**config.mk**
```make
export PLATFORM = sky130hd
export DESIGN_NAME = mips_debug_ctrl
export DESIGN_NICKNAME = d
export VERILOG_FILES = /design/src/rtl/mips_debug_ctrl.sv
export SDC_FILE = /design/constraint.sdc
export NUM_CORES = 1
export LEC_CHECK = 0
export CAP_MARGIN = 20
export CORE_MARGIN = 2
export CORE_UTILIZATION = 57
export CTS_BUF_LIST = sky130_fd_sc_hd__clkbuf_8
export DETAILED_ROUTE_END_ITERATION = 12
export PLACE_DENSITY = 0.95
export SYNTH_ARGS = -nofsm -noshare
export SYNTH_HDL_FRONTEND = slang
export SYNTH_SLANG_ARGS = --single-unit
```
**constraint.sdc**
```tcl
create_clock -name i_clk -period 14.55 [get_ports i_clk]
set_input_delay 2.91 -clock i_clk [delete_from_list [all_inputs] [get_ports i_clk]]
set_output_delay 2.91 -clock i_clk [all_outputs]
set_load 0.02 [all_outputs]
```
**src/rtl/mips_debug_ctrl.sv**
```systemverilog
// UART debug sequencer for the MIPS core: load program, run, single-step, dump registers.
// Optional `DEBUG_TIMEOUT_EN adds an inter-byte timeout while loading.
module mips_debug_ctrl #(
  parameter int SIZE            = 32,
  parameter int MAX_INSTRUCTION = 64,
  parameter int NUM_REGISTERS   = 32,
  parameter int ADDR_WIDTH      = $clog2(MAX_INSTRUCTION),
  parameter int REG_ADDR_WIDTH  = $clog2(NUM_REGISTERS),
  parameter int TIMEOUT_CYCLES  = 1000000
) (
  input  logic                      i_clk,
  input  logic                      i_rst,
  input  logic [7:0]                i_rx_data,
  input  logic                      i_rx_done,
  output logic [7:0]                o_tx_data,
  output logic                      o_tx_start,
  input  logic                      i_tx_done,
  output logic                      o_imem_we,
  output logic [ADDR_WIDTH-1:0]     o_imem_addr,
  output logic [SIZE-1:0]           o_imem_wdata,
  output logic [REG_ADDR_WIDTH-1:0] o_reg_addr,
  input  logic [SIZE-1:0]           i_reg_data,
  input  logic [SIZE-1:0]           i_pc,
  input  logic                      i_halt,
  output logic                      o_cpu_stall,
  output logic                      o_cpu_rst,
  output logic                      o_prog_loaded,
  output logic [2:0]                o_state
);
  // state | meaning: IDLE dispatch, LOAD receive program, RUN free-run, STEP one cycle, DUMP read reg, TX send reply
  typedef enum logic [2:0] {S_IDLE = 3'd0, S_LOAD = 3'd1, S_RUN = 3'd2, S_STEP = 3'd3,
                            S_DUMP = 3'd4, S_TX = 3'd5} state_t;

  localparam int BYTES = SIZE / 8;
  localparam int BCW   = (BYTES > 1) ? $clog2(BYTES) : 1;
  localparam int TCW   = $clog2(BYTES + 1);
  localparam logic [7:0] CMD_L = 8'h4C, CMD_R = 8'h52, CMD_S = 8'h53, CMD_D = 8'h44, CMD_P = 8'h50;
  localparam logic [7:0] RSP_ERR = 8'hEE, RSP_OK = 8'h4B, RSP_TMO = 8'hEF;

  state_t state, state_n;
  logic            ph, ph_n, ret_dump, ret_dump_n, tx_wait, tx_wait_n;
  logic [SIZE-1:0] tx_buf, tx_buf_n;
  logic [TCW-1:0]  tx_cnt, tx_cnt_n;
  logic [7:0]      words_left, words_left_n;
  logic [ADDR_WIDTH-1:0] wr_addr, wr_addr_n, imem_addr_n;
  logic [BCW-1:0]  byte_cnt, byte_cnt_n;
  logic [SIZE-9:0] shift, shift_n;
  logic [7:0]      tx_data_n;
  logic [SIZE-1:0] imem_wdata_n;
  logic [REG_ADDR_WIDTH-1:0] reg_addr_n;
  logic tx_start_n, imem_we_n, stall_n, cpu_rst_n, prog_loaded_n;
  logic n_ok, last_byte, last_word, run_stop, tx_last, dump_last, tmo_hit;

  assign n_ok      = (i_rx_data != 8'd0) && (int'(i_rx_data) <= MAX_INSTRUCTION);
  assign last_byte = (byte_cnt == BCW'(BYTES - 1));
  assign last_word = (words_left == 8'd1);
  assign run_stop  = i_halt || (i_rx_done && (i_rx_data == CMD_P));
  assign tx_last   = (tx_cnt == TCW'(1));
  assign dump_last = (o_reg_addr == REG_ADDR_WIDTH'(NUM_REGISTERS - 1));
  assign o_state   = state;

`ifdef DEBUG_TIMEOUT_EN
  localparam int TMO_W = $clog2(TIMEOUT_CYCLES);
  logic [TMO_W-1:0] tmo_cnt;

  // Reloads on every received byte and whenever LOAD is not active.
  always_ff @(posedge i_clk or posedge i_rst) begin
    if (i_rst)                             tmo_cnt <= '0;
    else if (state != S_LOAD || i_rx_done) tmo_cnt <= TMO_W'(TIMEOUT_CYCLES - 1);
    else if (tmo_cnt != '0)                tmo_cnt <= tmo_cnt - 1'b1;
  end
  assign tmo_hit = (state == S_LOAD) && !i_rx_done && (tmo_cnt == '0);
`else
  assign tmo_hit = 1'b0;
`endif

  always_ff @(posedge i_clk or posedge i_rst) begin
    if (i_rst) begin
      state <= S_IDLE;       ph <= 1'b0;         ret_dump <= 1'b0;
      tx_wait <= 1'b0;       tx_buf <= '0;       tx_cnt <= '0;
      words_left <= '0;      wr_addr <= '0;      byte_cnt <= '0;      shift <= '0;
      o_tx_data <= '0;       o_tx_start <= 1'b0; o_imem_we <= 1'b0;
      o_imem_addr <= '0;     o_imem_wdata <= '0; o_reg_addr <= '0;
      o_cpu_stall <= 1'b1;   o_cpu_rst <= 1'b0;  o_prog_loaded <= 1'b0;
    end else begin
      state <= state_n;      ph <= ph_n;         ret_dump <= ret_dump_n;
      tx_wait <= tx_wait_n;  tx_buf <= tx_buf_n; tx_cnt <= tx_cnt_n;
      words_left <= words_left_n; wr_addr <= wr_addr_n; byte_cnt <= byte_cnt_n; shift <= shift_n;
      o_tx_data <= tx_data_n; o_tx_start <= tx_start_n; o_imem_we <= imem_we_n;
      o_imem_addr <= imem_addr_n; o_imem_wdata <= imem_wdata_n; o_reg_addr <= reg_addr_n;
      o_cpu_stall <= stall_n; o_cpu_rst <= cpu_rst_n; o_prog_loaded <= prog_loaded_n;
    end
  end

  always_comb begin
    state_n = state;
    case (state)
      S_IDLE: if (i_rx_done) begin
        case (i_rx_data)
          CMD_L:   state_n = S_LOAD;
          CMD_R:   state_n = o_prog_loaded ? S_RUN : S_TX;
          CMD_S:   state_n = (o_prog_loaded && !i_halt) ? S_STEP : S_TX;
          CMD_D:   state_n = S_DUMP;
          default: state_n = S_TX;
        endcase
      end
      S_LOAD: begin
        if (tmo_hit) state_n = S_TX;
        else if (i_rx_done && ((!ph && !n_ok) || (ph && last_byte && last_word))) state_n = S_TX;
      end
      S_RUN, S_STEP, S_DUMP: if (ph) state_n = S_TX;
      S_TX: if (tx_wait && i_tx_done && tx_last) state_n = (ret_dump && !dump_last) ? S_DUMP : S_IDLE;
      default: state_n = S_IDLE;
    endcase
  end

  always_comb begin
    logic            rep_en, wrep_en;
    logic [7:0]      rep_byte;
    logic [SIZE-1:0] wrep_word;
    rep_en = 1'b0;  rep_byte = RSP_ERR;  wrep_en = 1'b0;  wrep_word = '0;
    ph_n = ph;  ret_dump_n = ret_dump;  tx_wait_n = tx_wait;  tx_buf_n = tx_buf;  tx_cnt_n = tx_cnt;
    words_left_n = words_left;  wr_addr_n = wr_addr;  byte_cnt_n = byte_cnt;  shift_n = shift;
    tx_data_n = o_tx_data;  tx_start_n = 1'b0;  imem_we_n = 1'b0;  imem_addr_n = o_imem_addr;
    imem_wdata_n = o_imem_wdata;  reg_addr_n = o_reg_addr;  stall_n = 1'b1;  cpu_rst_n = 1'b0;
    prog_loaded_n = o_prog_loaded;
    case (state)
      S_IDLE: if (i_rx_done) begin
        ph_n = 1'b0;
        case (i_rx_data)
          CMD_L: ;
          CMD_R: if (!o_prog_loaded) rep_en = 1'b1;
                 else begin ph_n = i_halt; stall_n = i_halt; end
          CMD_S: if (!o_prog_loaded || i_halt) rep_en = 1'b1;
                 else stall_n = 1'b0;
          CMD_D: ;
          default: rep_en = 1'b1;
        endcase
      end
      S_LOAD: begin
        if (tmo_hit) begin
          prog_loaded_n = 1'b0;  rep_en = 1'b1;  rep_byte = RSP_TMO;
        end else if (i_rx_done && !ph) begin
          if (!n_ok) rep_en = 1'b1;
          else begin
            words_left_n = i_rx_data;  cpu_rst_n = 1'b1;  prog_loaded_n = 1'b0;
            ph_n = 1'b1;  byte_cnt_n = '0;  wr_addr_n = '0;
          end
        end else if (i_rx_done) begin
          shift_n = {shift[SIZE-17:0], i_rx_data};
          byte_cnt_n = byte_cnt + 1'b1;
          if (last_byte) begin
            byte_cnt_n = '0;  imem_we_n = 1'b1;  imem_addr_n = wr_addr;
            imem_wdata_n = {shift, i_rx_data};
            wr_addr_n = wr_addr + 1'b1;  words_left_n = words_left - 8'd1;
            if (last_word) begin prog_loaded_n = 1'b1;  rep_en = 1'b1;  rep_byte = RSP_OK; end
          end
        end
      end
      S_RUN: begin
        if (ph) begin wrep_en = 1'b1;  wrep_word = i_pc; end
        else if (run_stop) ph_n = 1'b1;
        else stall_n = 1'b0;
      end
      S_STEP: begin
        if (ph) begin wrep_en = 1'b1;  wrep_word = i_pc; end
        else ph_n = 1'b1;
      end
      S_DUMP: begin
        if (ph) begin wrep_en = 1'b1;  wrep_word = i_reg_data; end
        else ph_n = 1'b1;
      end
      S_TX: begin
        if (!tx_wait) begin
          tx_start_n = 1'b1;  tx_data_n = tx_buf[SIZE-1 -: 8];  tx_wait_n = 1'b1;
        end else if (i_tx_done) begin
          tx_wait_n = 1'b0;  tx_buf_n = tx_buf << 8;  tx_cnt_n = tx_cnt - 1'b1;
          if (tx_last && ret_dump) begin
            ph_n = 1'b0;
            reg_addr_n = dump_last ? '0 : o_reg_addr + 1'b1;
          end
        end
      end
      default: ;
    endcase
    if (rep_en) begin
      tx_buf_n = {rep_byte, {(SIZE-8){1'b0}}};  tx_cnt_n = TCW'(1);  tx_wait_n = 1'b0;  ret_dump_n = 1'b0;
    end else if (wrep_en) begin
      tx_buf_n = wrep_word;  tx_cnt_n = TCW'(BYTES);  tx_wait_n = 1'b0;  ret_dump_n = (state == S_DUMP);
    end
  end
endmodule

```
# Word-level counts from Yosys, hierarchy flattened
# Index checks and enable logic that the tools add are counted.
dict set report word_totals {
  ff_bits 137
  latchBits 0
  ramBits 0
  rom_bits 0
  input_bits 77
  memories 0
}
dict set report op_classes {
  add_sub_neg 5
  n_mul 0
  n_div 0
  order_cmp 1
  n_eq_ne 24
  shifts 0
  muxes 88
  bitwise_logic 2
  reduce_logical 44
}
# cell n
set ops {}
lappend ops {{$mux 32} 7}
lappend ops {{$mux 8} 9}
lappend ops {{$pmux 32 s2} 1}
lappend ops {{$mux 1} 43}
lappend ops {{$eq 8x7->1 const B} 5}
lappend ops {{$mux 3} 12}
lappend ops {{$mux 6} 4}
lappend ops {{$pmux 3 s4} 2}
lappend ops {{$ne 2x2->1 const B} 9}
lappend ops {{$reduce_and 4->1} 4}
lappend ops {{$logic_and 1x1->1} 12}
lappend ops {{$reduce_and 3->1} 3}
lappend ops {{$reduce_bool 3->1} 3}
lappend ops {{$eq 8x1->1 const B} 1}
lappend ops {{$le 8x7->1 const B} 1}
lappend ops {{$mux 2} 4}
lappend ops {{$reduce_bool 2->1} 4}
lappend ops {{$reduce_bool 8->1} 1}
lappend ops {{$sub 8x1->8 const B} 1}
lappend ops {{$reduce_and 7->1} 1}
lappend ops {{$add 6x1->6 const B} 1}
lappend ops {{$eq 3x1->1 const B} 2}
lappend ops {{$eq 3x2->1 const B} 2}
lappend ops {{$eq 3x3->1 const B} 2}
lappend ops {{19 further kinds} 30}

# Depth between registers and ports, before layout
dict set report depth {
  word_depth 8
  mapped_depth 10
  mapped_depth_nobuf 8
}

# Least setup slack after synthesis
# Ideal clock, no wire load.
dict set report synth_path {
  path_kind {input to register}
  startpoint {input i_rx_data[2]}
  endpoint {register tx_buf[25]}
  setup_time_ns 0.118
  arrival_ns 4.294
  slack_ns 10.138
  stages 6
  path_buffers 1
  cell_sequence {nor4_4 a211oi_1 or3_4 o211a_1 buf_6 a21o_1}
}
dict set report synth_between {
  elab_chain_cells 7
}
# item line
set synth_rtl {}
lappend synth_rtl {{start, declared} 13} ;# input logic [7:0] i_rx_data,
lappend synth_rtl {{$le 8x7->1, or another cell as far along} 54} ;# assign n_ok = (i_rx_data != 8'd0) && (int'(i_rx_data) <= MAX_INSTRUCTION);
lappend synth_rtl {{$logic_and 1x1->1 or $reduce_or 2->1 (tied branches)} n/a}
lappend synth_rtl {{$mux 1 or $pmux 1 s3 (tied branches)} {144, 130}}
lappend synth_rtl {{$mux 1 (on tied branches)} {143, 128}}
lappend synth_rtl {{$pmux 1 s2 *} 127} ;# case (state)
lappend synth_rtl {{$reduce_bool 3->1 (no source line)} n/a}
lappend synth_rtl {{$reduce_and 3->1 (no source line)} n/a}
lappend synth_rtl {{end signal, assigned} 87} ;# tx_wait <= tx_wait_n; tx_buf <= tx_buf_n; tx_cnt <= tx_cnt_n;
lappend synth_rtl {{end, declared} 42} ;# logic [SIZE-1:0] tx_buf, tx_buf_n;
# Mark *: on every way between the ends. The rest lies on a longest branch, timed or not.
# A chain may end at the register's enable or synchronous reset.

# Worst setup path after layout
dict set report layout_path {
  startpoint {input i_rx_data[2]}
  endpoint {register tx_buf[26]}
}
# The elaborated chain is that of the path after synthesis.

==> impl_metrics.json <==
{
  "min_period_ns": 5.27,
  "die_w_microns": 111,
  "power.internal_uw": 1050,
  "ys_seq_area_frac": 0.522,
  "insertion_delay_ns": 0.45,
  "yosysUniqueCellTypes": 58,
  "ys_ff_latch": 137,
  "clock_power_share": 0.182,
  "cp-startpoint": "i_rx_data[2]",
  "grt_max_degree": 87,
  "cap_violations": 0,
  "root_buffer": "clkbuf_8",
  "cts_setup_buffers": 0,
  "synthesis.area_sq_um": 6580,
  "status": "finished clean",
  "setup_tns_ns": 0,
  "synthFlopType": "dfrtp_1",
  "vias_per_cell": 6.11,
  "p_sw_uw": 702,
  "rsz0062_at_grt": "false",
  "ant_nets": 0,
  "worstMarginPinSlew_ns": 1.10,
  "final_nets": 798,
  "syn_nets": 672,
  "yosys-top-cells-count": "dfrtp_1 (136), mux2_2 (73), nand2_1 (65), o21ai_0 (42), nor2_1 (33)",
  "clock-sinks": 137,
  "gp_congestion": 0.840,
  "antenna_found_initial": 0,
  "io_buffers": 135,
  "grt_pass1_wl_microns": 27400,
  "maxSlewViolCount": 0,
  "die_h_microns": 111,
  "drc": 0,
  "yosys.area.top_type": "dfrtp_1",
  "grt.overflow.total": 0,
  "synthTopCellsByArea": "dfrtp_1 (52%), mux2_2 (13%), nand2_1 (3.7%)",
  "yosysWarnings": 0,
  "setup_viol": 0,
  "fin_crit_sh": 0.362,
  "grt_pass1_vias": 5523,
  "seqPwrFrac": 0.390,
  "vias": 5311,
  "drive_above_1_share": 0.211,
  "leakagePower_uw": 0.00367,
  "finalHoldViolCount": 0,
  "reg2reg_from": "o_state[0]$_DFFE_PP0P_",
  "power_density_nw_per_um2": 208,
  "comb_power_share": 0.428,
  "grtUsageTotal": 0.275,
  "initial_utilization": 0.581,
  "syn_to_final_growth_pct": 28.0,
  "r2r_cells": 6,
  "drt-wirelength-per-cell_microns": 19.4,
  "core_area_sq_um": 11300,
  "io_pins": 136,
  "die_area_sq_um": 12400,
  "cts_buffers": 17,
  "cts_tree": "built",
  "min_delay_path_depth": 2,
  "wl_microns": 16800,
  "min_path_type": "flop to flop",
  "firstDrtPassIters": 7,
  "vdd_drop_max_uv": 134,
  "sw_frac_of_total": 0.401,
  "fin_skew_ns": 0.0136,
  "slew_headroom": 0.266,
  "synth_edf_count": 0,
  "crit_fanout": 25,
  "crit_type": "primary input to flop",
  "syn_inst": 587,
  "critPathLaunchType": "primary input",
  "path_clk_slew_ns": 0.08,
  "dp_hpwl_microns": 11100,
  "cts_buffer_depth": 2,
  "hold_start": "tx_buf[0]$_DFFE_PP0P_",
  "dpl_cell_area_sq_um": 7960,
  "antenna_cells": 0,
  "crit_path_end_kind": "flop",
  "cp.arrival_ns": 5.62,
  "ctsResizeCount": 0,
  "htreeDepth": 4,
  "row_count": 39,
  "postCtsHoldBufs": 0,
  "synth_top_area_frac": 0.518,
  "async_flop_share": 1.00,
  "syn_area_per_cell_sq_um": 11.2,
  "fin_area_sq_um": 8410,
  "synthMostInstantiatedCell": "dfrtp_1",
  "fmax_mhz": 190,
  "crit_required_ns": 14.90,
  "first_iter_violations": 598
}
stage by stage:
| step | total power [uW] | std cells | util | setup slack (ns) | hold WS, ns |
|---|---|---|---|---|---|
| 6_report | 1750 | 869 | 0.743 | 9.28 | 0.479 |
| 5_1_grt | 1840 | 869 | 0.743 | 9.21 | 0.504 |
| 4_1_cts | 1740 | 867 | 0.739 | 9.34 | 0.479 |
| 3_5_place_dp | 1410 | 835 | 0.703 | 8.98 | 0.459 |
| 3_3_place_gp | 1350 | 835 | 0.703 | 9.09 | 0.447 |
| 2_1_floorplan | 1160 | 587 | - | 7.97 | 0.433 |
cells by family (layout without fill, tap and decap cells):
kind of cell,Yosys count,after routing,synth area share
AO/OA/AOI/OAI,152,152,0.163
XOR/XNOR,5,5,0.00666
adder cells (fa/ha/maj),8,8,0.0152
buffers and inverters,42,181,0.0335
flip-flops,137,137,0.522
multiplexers,73,73,0.125
AND/OR/NAND/NOR,170,170,0.135
layout by cell type (no fill, tap or decap), types with 9 or more instances in the layout:
cell type,Yosys,routed
a21oi_2,17,17
and3_1,9,9
nor2_1,33,33
nor3_1,9,9
nand2_1,65,65
inv_6,0,9
o21ai_0,42,42
clkbuf_8,0,17
nor2_2,10,10
a21oi_1,22,22
dfrtp_1,136,136
a22o_1,23,23
mux2_2,73,73
clkdlybuf4s50_1,0,135
worst max-delay path, stage by stage:
cell and delay (ns):
clkdlybuf4s50_1 0.59, nor4_4 0.42, a211oi_1 0.17, or3_4 0.44, o211ai_4 0.64, o21ai_0 0.23
a21oi_1 0.24
power groups by stage:
| stage | Sequential, uW | Clock (uW) | Combinational [uW] |
|---|---|---|---|
| final | 681 | 319 | 748 |
| after floorplan | 706 | 0 | 450 |
| after CTS | 677 | 320 | 742 |
| after global routing | 699 | 341 | 803 |
| after global placement | 663 | 0 | 692 |
| after detailed placement | 678 | 0 | 727 |
sequential cells by signal (all words and copies together), names as in the netlist:
name / flops
ret_dump: 1
o_cpu_stall: 1
o_reg_addr: 5
o_tx_data: 8
o_prog_loaded: 1
ph: 1
byte_cnt: 2
words_left: 8
wr_addr: 6
o_imem_we: 1
o_tx_start: 1
tx_cnt: 3
o_imem_addr: 6
o_cpu_rst: 1
shift: 24
tx_wait: 1
tx_buf: 32
o_imem_wdata: 32
o_state: 3
layout make-up:
cell class                 instances  area, sq um
clock buffer                      17          234
clock inverter                    15          170
fill                             708         2910
inverter                           8         35.0
multi-input combinational        408         2940
sequential                       137         3430
tap                              143          179
timing repair buffer             141         1430
routing by layer:
metal / vias up / wire (microns) / share of wire / global-route usage
met5: - / 0 / 0 / 0
li1: 2371 / - / - / -
met4: 0 / 565 / 0.034 / 0.116
met3: 70 / 1170 / 0.069 / 0.0610
met2: 287 / 8620 / 0.51 / 0.468
met1: 2583 / 6490 / 0.39 / 0.342
worst paths after layout:
path / endpoint / slack (ns)
setup / recovery: tx_buf[26]$_DFFE_PP0P_ / 9.28
hold / removal: tx_buf[0]$_DFFE_PP0P_ / 0.48
setup reg to reg: tx_buf[26]$_DFFE_PP0P_ / 11.60
hold reg to reg: tx_buf[0]$_DFFE_PP0P_ / 0.48
max in group asynchronous: o_prog_loaded$_DFFE_PP0P_ / 10.68
min in group asynchronous: tx_buf[0]$_DFFE_PP0P_ / 2.88
No activity file was read; power rests on OpenSTA's default activity.
